===== src/rtl/reset_button_debounce.sv =====
// reset_button_debounce: turns a bouncy reset button into a clean toggle, press level, long-press pulse and press count
module reset_button_debounce #(
  parameter int DEBOUNCE_CYCLES   = 50000,
  parameter int LONG_CYCLES       = 2000000,
  parameter int CNT_W             = 22,
  parameter bit BUTTON_ACTIVE_LOW = 1'b1
) (
  input  logic       i_clock_xxmhz,
  input  logic       i_reset_n,
  input  logic       i_button,
  output logic       o_toggle,
  output logic       o_pressed,
  output logic       o_long_press,
  output logic [7:0] o_press_count
);
  typedef enum logic [1:0] {IDLE, ARMING, PRESSED, RELEASING} state_t;
  localparam logic [CNT_W-1:0] DBC_LAST  = CNT_W'(DEBOUNCE_CYCLES - 1);
  localparam logic [CNT_W-1:0] HOLD_LAST = CNT_W'(LONG_CYCLES - 1);
  localparam logic [CNT_W-1:0] ONE       = CNT_W'(1);
  logic             w_btn;
  logic             w_s;
  logic [1:0]       r_sync;
  state_t           r_state;
  logic [CNT_W-1:0] r_dbc;
  logic [CNT_W-1:0] r_hold;
  logic             r_long_done;
  assign w_btn = BUTTON_ACTIVE_LOW ? ~i_button : i_button;
  assign w_s   = r_sync[1];
  // two-flop synchroniser on the polarity-normalised button, 1 = pressed
  always_ff @(posedge i_clock_xxmhz or negedge i_reset_n)
    if (!i_reset_n) r_sync <= 2'b00;
    else r_sync <= {r_sync[0], w_btn};
  // debounce FSM with registered toggle, press level, long-press pulse and count
  always_ff @(posedge i_clock_xxmhz or negedge i_reset_n)
    if (!i_reset_n) begin
      r_state       <= IDLE;
      r_dbc         <= '0;
      r_hold        <= '0;
      r_long_done   <= 1'b0;
      o_toggle      <= 1'b0;
      o_pressed     <= 1'b0;
      o_long_press  <= 1'b0;
      o_press_count <= 8'd0;
    end else begin
      o_long_press <= 1'b0;
      case (r_state)
        IDLE:
          if (w_s) begin
            r_state <= ARMING;
            r_dbc   <= '0;
          end
        ARMING:
          if (!w_s) r_state <= IDLE;
          else if (r_dbc == DBC_LAST) begin
            r_state       <= PRESSED;
            o_toggle      <= ~o_toggle;
            o_pressed     <= 1'b1;
            o_press_count <= o_press_count + 8'd1;
            r_hold        <= '0;
          end else r_dbc <= r_dbc + ONE;
        PRESSED:
          if (!w_s) begin
            r_state <= RELEASING;
            r_dbc   <= '0;
          end else begin
            if (r_hold != HOLD_LAST) r_hold <= r_hold + ONE;
            if (r_hold == HOLD_LAST && !r_long_done) begin
              o_long_press <= 1'b1;
              r_long_done  <= 1'b1;
            end
          end
        RELEASING:
          if (w_s) r_state <= PRESSED;
          else if (r_dbc == DBC_LAST) begin
            r_state     <= IDLE;
            o_pressed   <= 1'b0;
            r_long_done <= 1'b0;
          end else r_dbc <= r_dbc + ONE;
        default: r_state <= IDLE;
      endcase
    end
endmodule


===== config.mk =====
export PLATFORM = sky130hd
export DESIGN_NAME = reset_button_debounce
export DESIGN_NICKNAME = d
export VERILOG_FILES = /design/src/rtl/reset_button_debounce.sv
export SDC_FILE = /design/constraint.sdc
export NUM_CORES = 1
export LEC_CHECK = 0
export CORE_AREA = 4 4 79 81
export CTS_BUF_LIST = sky130_fd_sc_hd__clkbuf_4 sky130_fd_sc_hd__clkbuf_8
export CTS_CLUSTER_DIAMETER = 200
export CTS_CLUSTER_SIZE = 28
export DETAILED_ROUTE_END_ITERATION = 7
export DIE_AREA = 0 0 83 85
export PLACE_DENSITY_LB_ADDON = 0.3
export SETUP_SLACK_MARGIN = 0.15
export SLEW_MARGIN = 15
export SYNTH_ARGS = -nofsm -noshare
export SYNTH_HDL_FRONTEND = slang
export SYNTH_SLANG_ARGS = --single-unit

===== constraint.sdc =====
create_clock -name i_clock_xxmhz -period 3.1 [get_ports i_clock_xxmhz]
set_clock_uncertainty 0.2 [all_clocks]
set_input_delay 0.465 -clock i_clock_xxmhz [delete_from_list [all_inputs] [get_ports i_clock_xxmhz]]
set_output_delay 0.465 -clock i_clock_xxmhz [all_outputs]
set_load 0.01 [all_outputs]

# After elaboration in Yosys (flattened, before gate mapping)
# Index checks and enable logic that the tools add are counted.
[classes] n_addsub=3 n_eq_ne=17 mux=29 bitwise=2 n_reduce_logical=12
[ops] cell="2-to-1 mux 22 bit" n=9
[ops] cell="case mux 22 bit (4 select lines)" n=1
[ops] cell="adder 22 x 1 -> 22 bit (second input constant)" n=2
[ops] cell="case mux 22 bit (2 select lines)" n=1
[ops] cell="== test 22 x 16 -> 1 bit (second input constant)" n=1
[ops] cell="== test 22 x 21 -> 1 bit (second input constant)" n=1
[ops] cell="inequality test 22 x 21 -> 1 bit (second input constant)" n=1
[ops] cell="inequality test 2 bit (second input constant)" n=9
[ops] cell="AND reduction 5 bit" n=3
[ops] cell="2-to-1 mux 2 bit" n=6
[ops] cell="2-to-1 mux 1 bit" n=9
[ops] cell="adder 8 x 1 -> 8 bit (second input constant)" n=1
[ops] cell="case mux 2 bit (4 select lines)" n=1
[ops] cell="AND reduction 4 bit" n=2
[ops] cell="inequality test 3 bit (second input constant)" n=2
[ops] cell="nonzero test 2 bit" n=3
[ops] cell="== test 2 bit (second input constant)" n=2
[ops] cell="case mux 1 bit (2 select lines)" n=2
[ops] cell="AND reduction 3 bit" n=1
[ops] cell="== test 2 x 1 -> 1 bit (second input constant)" n=1
[ops] cell="logical NOT 2 bit" n=1
[ops] cell="NOT 1 bit" n=2
[ops] cell="logical AND 1 bit" n=1
[ops] cell="logical NOT 1 bit" n=1
[word_totals] register_bits=60 input_bits=3 out_inout_bits=11 elab_cells=72

# Depth between registers and ports, before layout
[logic_depth] word_depth=5 depth_mapped=7 depth_no_buf=6

# Worst setup path after synthesis
# No wires, ideal clock.
[synth_timing] path_type="reg-to-reg" startpoint="register r_dbc[12]" endpoint="register with a tool-made name" setup_time_ps=125 t_arrival_ps=2018 required_ps=2775 setup_slack_ps=757 stages_incl_launch_ff=5 path_buffers=0 period_less_slack_ps=2343 cell_sequence="dfrtp_1 > or4_4 > or4_4 > nor2_1 > mux2_2"
[synth_lines] element="start, declared" line_no="24" text="logic [CNT_W-1:0] r_dbc;"
[synth_lines] element="start signal, assigned" line_no="60" text="end else r_dbc <= r_dbc + ONE;"
[synth_lines] element="start signal, assigned" line_no="78" text="end else r_dbc <= r_dbc + ONE;"

# Worst setup path in the final report
[layout_timing] startpoint="register r_dbc[12]" endpoint="register r_hold[21]"
[layout_between] elab_chain_cells=3
[layout_rtl] element="== test 22 x 16 -> 1 bit" line_no="54" text="else if (r_dbc == DBC_LAST) begin"
[layout_rtl] element="inequality test 2 bit (no source line)"
[layout_rtl] element="AND reduction 5 bit (no source line)"
[layout_rtl] element="end signal, assigned" line_no="66" text="if (r_hold != HOLD_LAST) r_hold <= r_hold + ONE;"
[layout_rtl] element="end, declared" line_no="25" text="logic [CNT_W-1:0] r_hold;"
# No other way between the ends.
# A chain may end at the register's enable or synchronous reset.

==> flow_metrics.py <==
metrics = {
    "yosys": {
        "synth_edf_count": 0,
        "synth_top_cell_by_area": "dfrtp_1",
        "yosysUniqueCellTypes": 57,
        "synth_ff_type": "dfrtp_1",
        "ys_ff_latch": 60,
        "synth_top_area_share_pct": 45.71,
        "muxShareOfSynthArea_pct": 0.9905,
        "syn-num-nets": 345,
        "ys_warn_count": 0,
        "synthXorXnorAreaFrac_pct": 6.133,
        "synthCells": 339,
        "synth_compound_area_share_pct": 14.51,
        "synth_top_family_by_area": "simple AND/OR/NAND/NOR gates",
        "synthAdderAreaFrac_pct": 1.143,
        "async_flop_share_pct": 100.0,
        "yosys-top-cells-area": "dfrtp_1 46%, nand2_1 4.0%, nand4_1 3.4%",
        "seq_area_frac_synth_pct": 45.71,
        "syn-cell-area_sq_um": 3284,
        "synth.avg_cell_area_sq_um": 9.688,
        "synthSimpleGateAreaFrac_pct": 27.58,
    },
    "cells_and_area": {
        "antenna_cells": 0,
        "fin_nets": 365,
        "drive_above_1_share_pct": 13.46,
        "final_cell_mix": "60 x dfrtp_1, 35 x nand2_1, 28 x nor2_1",
        "area_growth_pct": 12.42,
        "utilization_pct": 67.47,
        "seq_area_sq_um": 1501,
        "fillerInstances": 416,
        "multi_input_area_sq_um": 1654,
        "layout_commonest_cell": "dfrtp_1",
    },
    "sta": {
        "worstMarginPinSlew_ns": 1.009,
        "final_hold_viol_count": 0,
        "fmax_mhz": 385.8,
        "setup_violations": 0,
        "period_share_pct": 83.62,
        "grt_setup_unrepaired": "false",
        "setup_tns_ns": 0,
        "period_needed_ns": 2.592,
        "relSlewSlack_pct": 32.76,
        "whs_ns": 0.09066,
        "slew_viol_final": 0,
    },
    "critical_path": {
        "timing.rr.end": "r_hold[21]",
        "critical_path_required_ns": 3.12,
        "r2r_slack_ns": 0.51,
        "crit_type": "flop to flop",
        "worstPathArrival_ns": 2.61,
        "cp-end-kind": "flop",
        "r2r_start": "r_dbc[12]",
        "rr_worst_depth": 5,
        "start_kind": "flop",
        "path_max_fanout": 10,
    },
    "floorplan": {
        "coreArea_sq_um": 5473,
        "initial_core_util_pct": 60.01,
        "die_w_um": 83,
        "num_io_pins": 14,
        "rows": 27,
        "die_h_um": 85,
        "die_area_sq_um": 7055,
    },
    "placed_design": {
        "numPortBuffers": 13,
        "gp_congestion": 0.9031,
        "dp_hpwl_mm": 4.739,
    },
    "routing": {
        "vias": 2665,
        "wire_per_inst_um": 15.97,
        "dr.pass1.iters": 4,
        "drt_wl_total_mm": 6.963,
        "avgViaCountPerCell": 6.112,
        "drt_iter0_markers": 211,
        "drc_errors": 0,
        "ant_nets": 0,
    },
    "clock_network": {
        "root_buffer": "clkbuf_8",
        "cts_buffer_depth": 2,
        "clk_pin_slew_ns": 0.07,
        "ctsResizeCount": 0,
        "cts_buffers": 9,
        "clock-sinks": 60,
        "hold_buffers": 0,
        "cts_tree": "done",
        "cts_setup_buffers": 0,
        "cts.htree.levels": 3,
        "clk_latency_ns": 0.34,
    },
    "global_route": {
        "antenna_found_initial": 0,
        "grt_max_degree": 46,
        "grt.overflow.total": 0,
        "grt_use_total_pct": 21.33,
        "grt_pass1_wl_mm": 12.25,
        "grt_pass1_vias": 2577,
    },
    "pwr": {
        "p_sw_uw": 378.2,
        "combPwrFrac_pct": 2.8,
        "ir_worst_vdd_mv": 0.2898,
        "p_leak_nw": 1.553,
        "power.share.sequential_pct": 49.1,
        "p_sw_share_pct": 23.05,
        "p_int_mw": 1.263,
        "p_clk_share_pct": 48.1,
        "power_density_nw_per_um2": 444.4,
    },
    "min_path": {
        "min_path_type": "primary input to asynchronous set/reset pin",
    },
    "flow_run": {
        "drv_cap": 0,
    },
    "run_status": {
        "status": "finished, final reports clean",
    },
}
[worst max path at each step]
stage,end,from,slack [ns]
after floorplan,flop,r_dbc[12],0.76
after global placement,r_hold[21],r_dbc[12],0.56
after detailed placement,r_hold[21],r_dbc[12],0.51
after CTS,r_hold[21],r_dbc[12],0.49
after global routing,r_hold[21],r_dbc[12],0.37
final,r_hold[21],r_dbc[12],0.51
[metal layers]
metal  routed length [um]  part of all wire, %  track usage [%]  vias to the layer above
li1                     -                    -                -                     1293
met1                 3159                   45            28.11                     1300
met2                 3398                   49            34.33                       58
met3                  269                  3.9            3.883                       14
met4                  136                  2.0            9.955                        0
met5                    0                    0                0                        -
[metrics by stage]
stage               cell area, sq um  cells  setup slack, ns  power (mW)
CTS                             3692    436           0.4939       1.655
global placement                3468    420           0.5566      0.8660
floorplan                       3284    339           0.7569      0.8443
global route                    3692    436           0.3738       1.711
detailed placement              3468    420           0.5069      0.8677
finish                          3692    436           0.5078       1.641
[logic make-up after synthesis]
family | after synthesis
multiplexers | 3
AO/OA/AOI/OAI | 68
adder cells (fa/ha/maj) | 3
flip-flops | 60
buffers and inverters | 21
AND/OR/NAND/NOR | 161
XOR/XNOR | 23
[critical path, cell delays in order, from the launching register on]
cell     delay (ns)
dfrtp_1        0.43
or4_4          0.57
nor4_4         0.36
and4_1         0.48
nor2_2         0.13
a211o_1        0.32
[cell usage after synthesis (6+ instances only)]
library cell  number
dfrtp_1           60
nand2_1           35
nor2_1            28
nand3_1           21
o21ai_0           19
nand4_1           18
a21oi_1           14
xnor2_1           12
xor2_1            11
a31oi_1            8
and4_1             8
inv_1              8
nor3_1             7
and3_1             6
[power groups by stage]
stage	Clock, mW	Combinational (mW)	Sequential, mW
floorplan	0	0.0284	0.816
CTS	0.802	0.0469	0.806
detailed placement	0	0.0465	0.821
global route	0.850	0.0534	0.808
global placement	0	0.0452	0.821
finish	0.789	0.0453	0.806
[cell type report]
cell class	instances	area share, %
clock buffers	9	3.355
multi-input cells	258	44.80
well taps	72	2.440
clock inverters	7	2.711
repair buffers	22	5.219
flip-flops and latches	60	40.66
inverters	8	0.8133
[sequential cells by signal (all words and copies together), names as in the netlist, named ones only]
register,flops
o_long_press,1
o_press_count,8
o_pressed,1
o_toggle,1
r_dbc,22
r_hold,22
r_long_done,1
r_state,1
r_sync,2
No activity file was read; power rests on OpenSTA's default activity.
==> variant (config.mk and constraints unchanged) <==
The 4 states of `state_t` get a one-hot encoding in 4 bits.
--- a/src/rtl/reset_button_debounce.sv
+++ b/src/rtl/reset_button_debounce.sv
@@ -14,5 +14,5 @@
   output logic [7:0] o_press_count
 );
-  typedef enum logic [1:0] {IDLE, ARMING, PRESSED, RELEASING} state_t;
+  typedef enum logic [3:0] {IDLE = 4'b0001, ARMING = 4'b0010, PRESSED = 4'b0100, RELEASING = 4'b1000} state_t;
   localparam logic [CNT_W-1:0] DBC_LAST  = CNT_W'(DEBOUNCE_CYCLES - 1);
   localparam logic [CNT_W-1:0] HOLD_LAST = CNT_W'(LONG_CYCLES - 1);
Function: no difference found for any inputs over 10 cycles, from zero or initial values and one cycle with i_reset_n low; not proved beyond that.
==> variant against the unedited design <==
- the flow now finishes with violations (negative hold slack)
- area after synthesis increased by 5.1%
- sequential share of layout area shrank 0.082 points
- critical path depth unchanged
- global-route usage increased by 2.5 points
- worst setup slack improved by 0.051 ns
- count of clock-buffer cells in the layout rose by 5
- routed wire length up 14%
- via count rose by 16%
- cell area up 3.6%
- sequential cell count increased by 2
- critical path type unchanged
- critical endpoint is now r_hold[19]$_DFFE_PN0P_
- largest cell class unchanged
Power is not compared: it rests on default switching activity, and its combinational part moved more than twofold at a synthesized area within 25%.
==> variant: results (changes against the unedited design) <==
critical_path:
  path_max_fanout: 11  # was 10
  critPathSlowestCell: "or3_1"  # was or4_4
detailed_routing:
  drtPass1Iterations: 6  # was 4
  route.vias.total: 3088  # was 2665
  wl_met2_microns: 3490  # was 3400 microns
  finalWirelength_microns: 7930  # was 6960 microns
  wl_met3_microns: 631  # was 269 microns
grt:
  grt_start_max_net_pins: 35  # was 46
  met2_usage: 0.348  # was 0.343
  first_global_vias: 2874  # was 2577
  use_met1: 0.339  # was 0.281
  grt_usage: 0.238  # was 0.213
  use_met3: 0.0485  # was 0.0388
placed_design:
  place_area_sq_mm: 0.00365  # was 0.00347 sq mm
  gp_congestion: 0.865  # was 0.903
  dp_slack_ns: 0.600  # was 0.507 ns
layout:
  drive_above_1_share: 0.0954  # was 0.135
  clkbuf_count: 14  # was 9
  final-clk-cell-share: 0.0468  # was 0.0607
  seq_share: 0.406  # was 0.407
  n_all_buffers: 20  # was 22
  multi_input_area_share: 0.474  # was 0.448
  multi_input_area_sq_mm: 0.00182  # was 0.00165 sq mm
  nonClkBufAreaFrac: 0.0464  # was 0.0522
  n_fill_cell: 431  # was 416
status:
  outcome: "finished, violations left"  # was finished, final reports clean
  violations: "negative hold slack"
logic_synthesis:
  synth_cells: 369  # was 339
  synth_area_leaders: "dfrtp_1, nand2_1, a31oi_1, nand3_1, nor2_1"  # was dfrtp_1, nand2_1, nand4_1, nand3_1, nor2_1
  syn-num-nets: 375  # was 345
  yosys-top-cells-count: "dfrtp_1, nand2_1, nor2_1, nand3_1, a31oi_1"  # was dfrtp_1, nand2_1, nor2_1, nand3_1, o21ai_0
sta:
  finalWorstSetupSlack_ns: 0.559  # was 0.508 ns
  holdWs_ns: -0.00690  # was 0.0907 ns
  hold_viol: 3  # was 0
  relSlewSlack: 0.492  # was 0.328
variant: cell count changes in the layout (fill, tap and decap cells not counted), moves of 6 or more:
cell	unedited run	this run
a221o_1	0	6
a31oi_1	8	20
and3_1	6	14
and4_1	8	2
nand2_1	35	44
xor2_1	11	5
variant: worst max-delay path: cells and delay by family, from the launching register on:
kind / cells / cell delay (ns)
and+or+nand+nor: 4 / 1.61
DFF: 1 / 0.44
AOI/OAI and AO/OA: 1 / 0.16
variant: kinds of logic (layout without fill, tap and decap cells):
logic type,Yosys count,count (layout),share of synthesized area
xor gates and xnor gates,15,15,0.0381
muxes,6,6,0.0188
buffers and inverters,19,38,0.0243
AOI/OAI and AO/OA,95,95,0.187
DFF,62,62,0.450
and+or+nand+nor,169,169,0.271
adders and majority gates,3,3,0.0109
variant: worst paths after layout:
check,start,end,cells past startpoint
max,r_dbc[7]$_DFFE_PN0P_,r_hold[19]$_DFFE_PN0P_,5
min,i_reset_n,r_dbc[5]$_DFFE_PN0P_,1
max reg2reg,r_dbc[7]$_DFFE_PN0P_,r_hold[19]$_DFFE_PN0P_,5
min reg2reg,r_sync[0]$_DFF_PN0_,r_sync[1]$_DFF_PN0_,0
max in group asynchronous,i_reset_n,r_hold[15]$_DFFE_PN0P_,2
min in group i_clock_xxmhz,r_sync[0]$_DFF_PN0_,r_sync[1]$_DFF_PN0_,0
variant: per-stage QoR:
step,hold WS (ns),power [W]
after floorplan,-0.0306,0.000909
after global placement,0.145,0.000947
after detailed placement,0.149,0.000949
after CTS,0.0138,0.00160
after global routing,0.0426,0.00166
final,-0.00690,0.00159
variant: report_power, final:
group	internal, W	switching [W]
Combinational	0.0000291	0.0000687
Clock	0.000355	0.000300
Sequential	0.000821	0.0000166
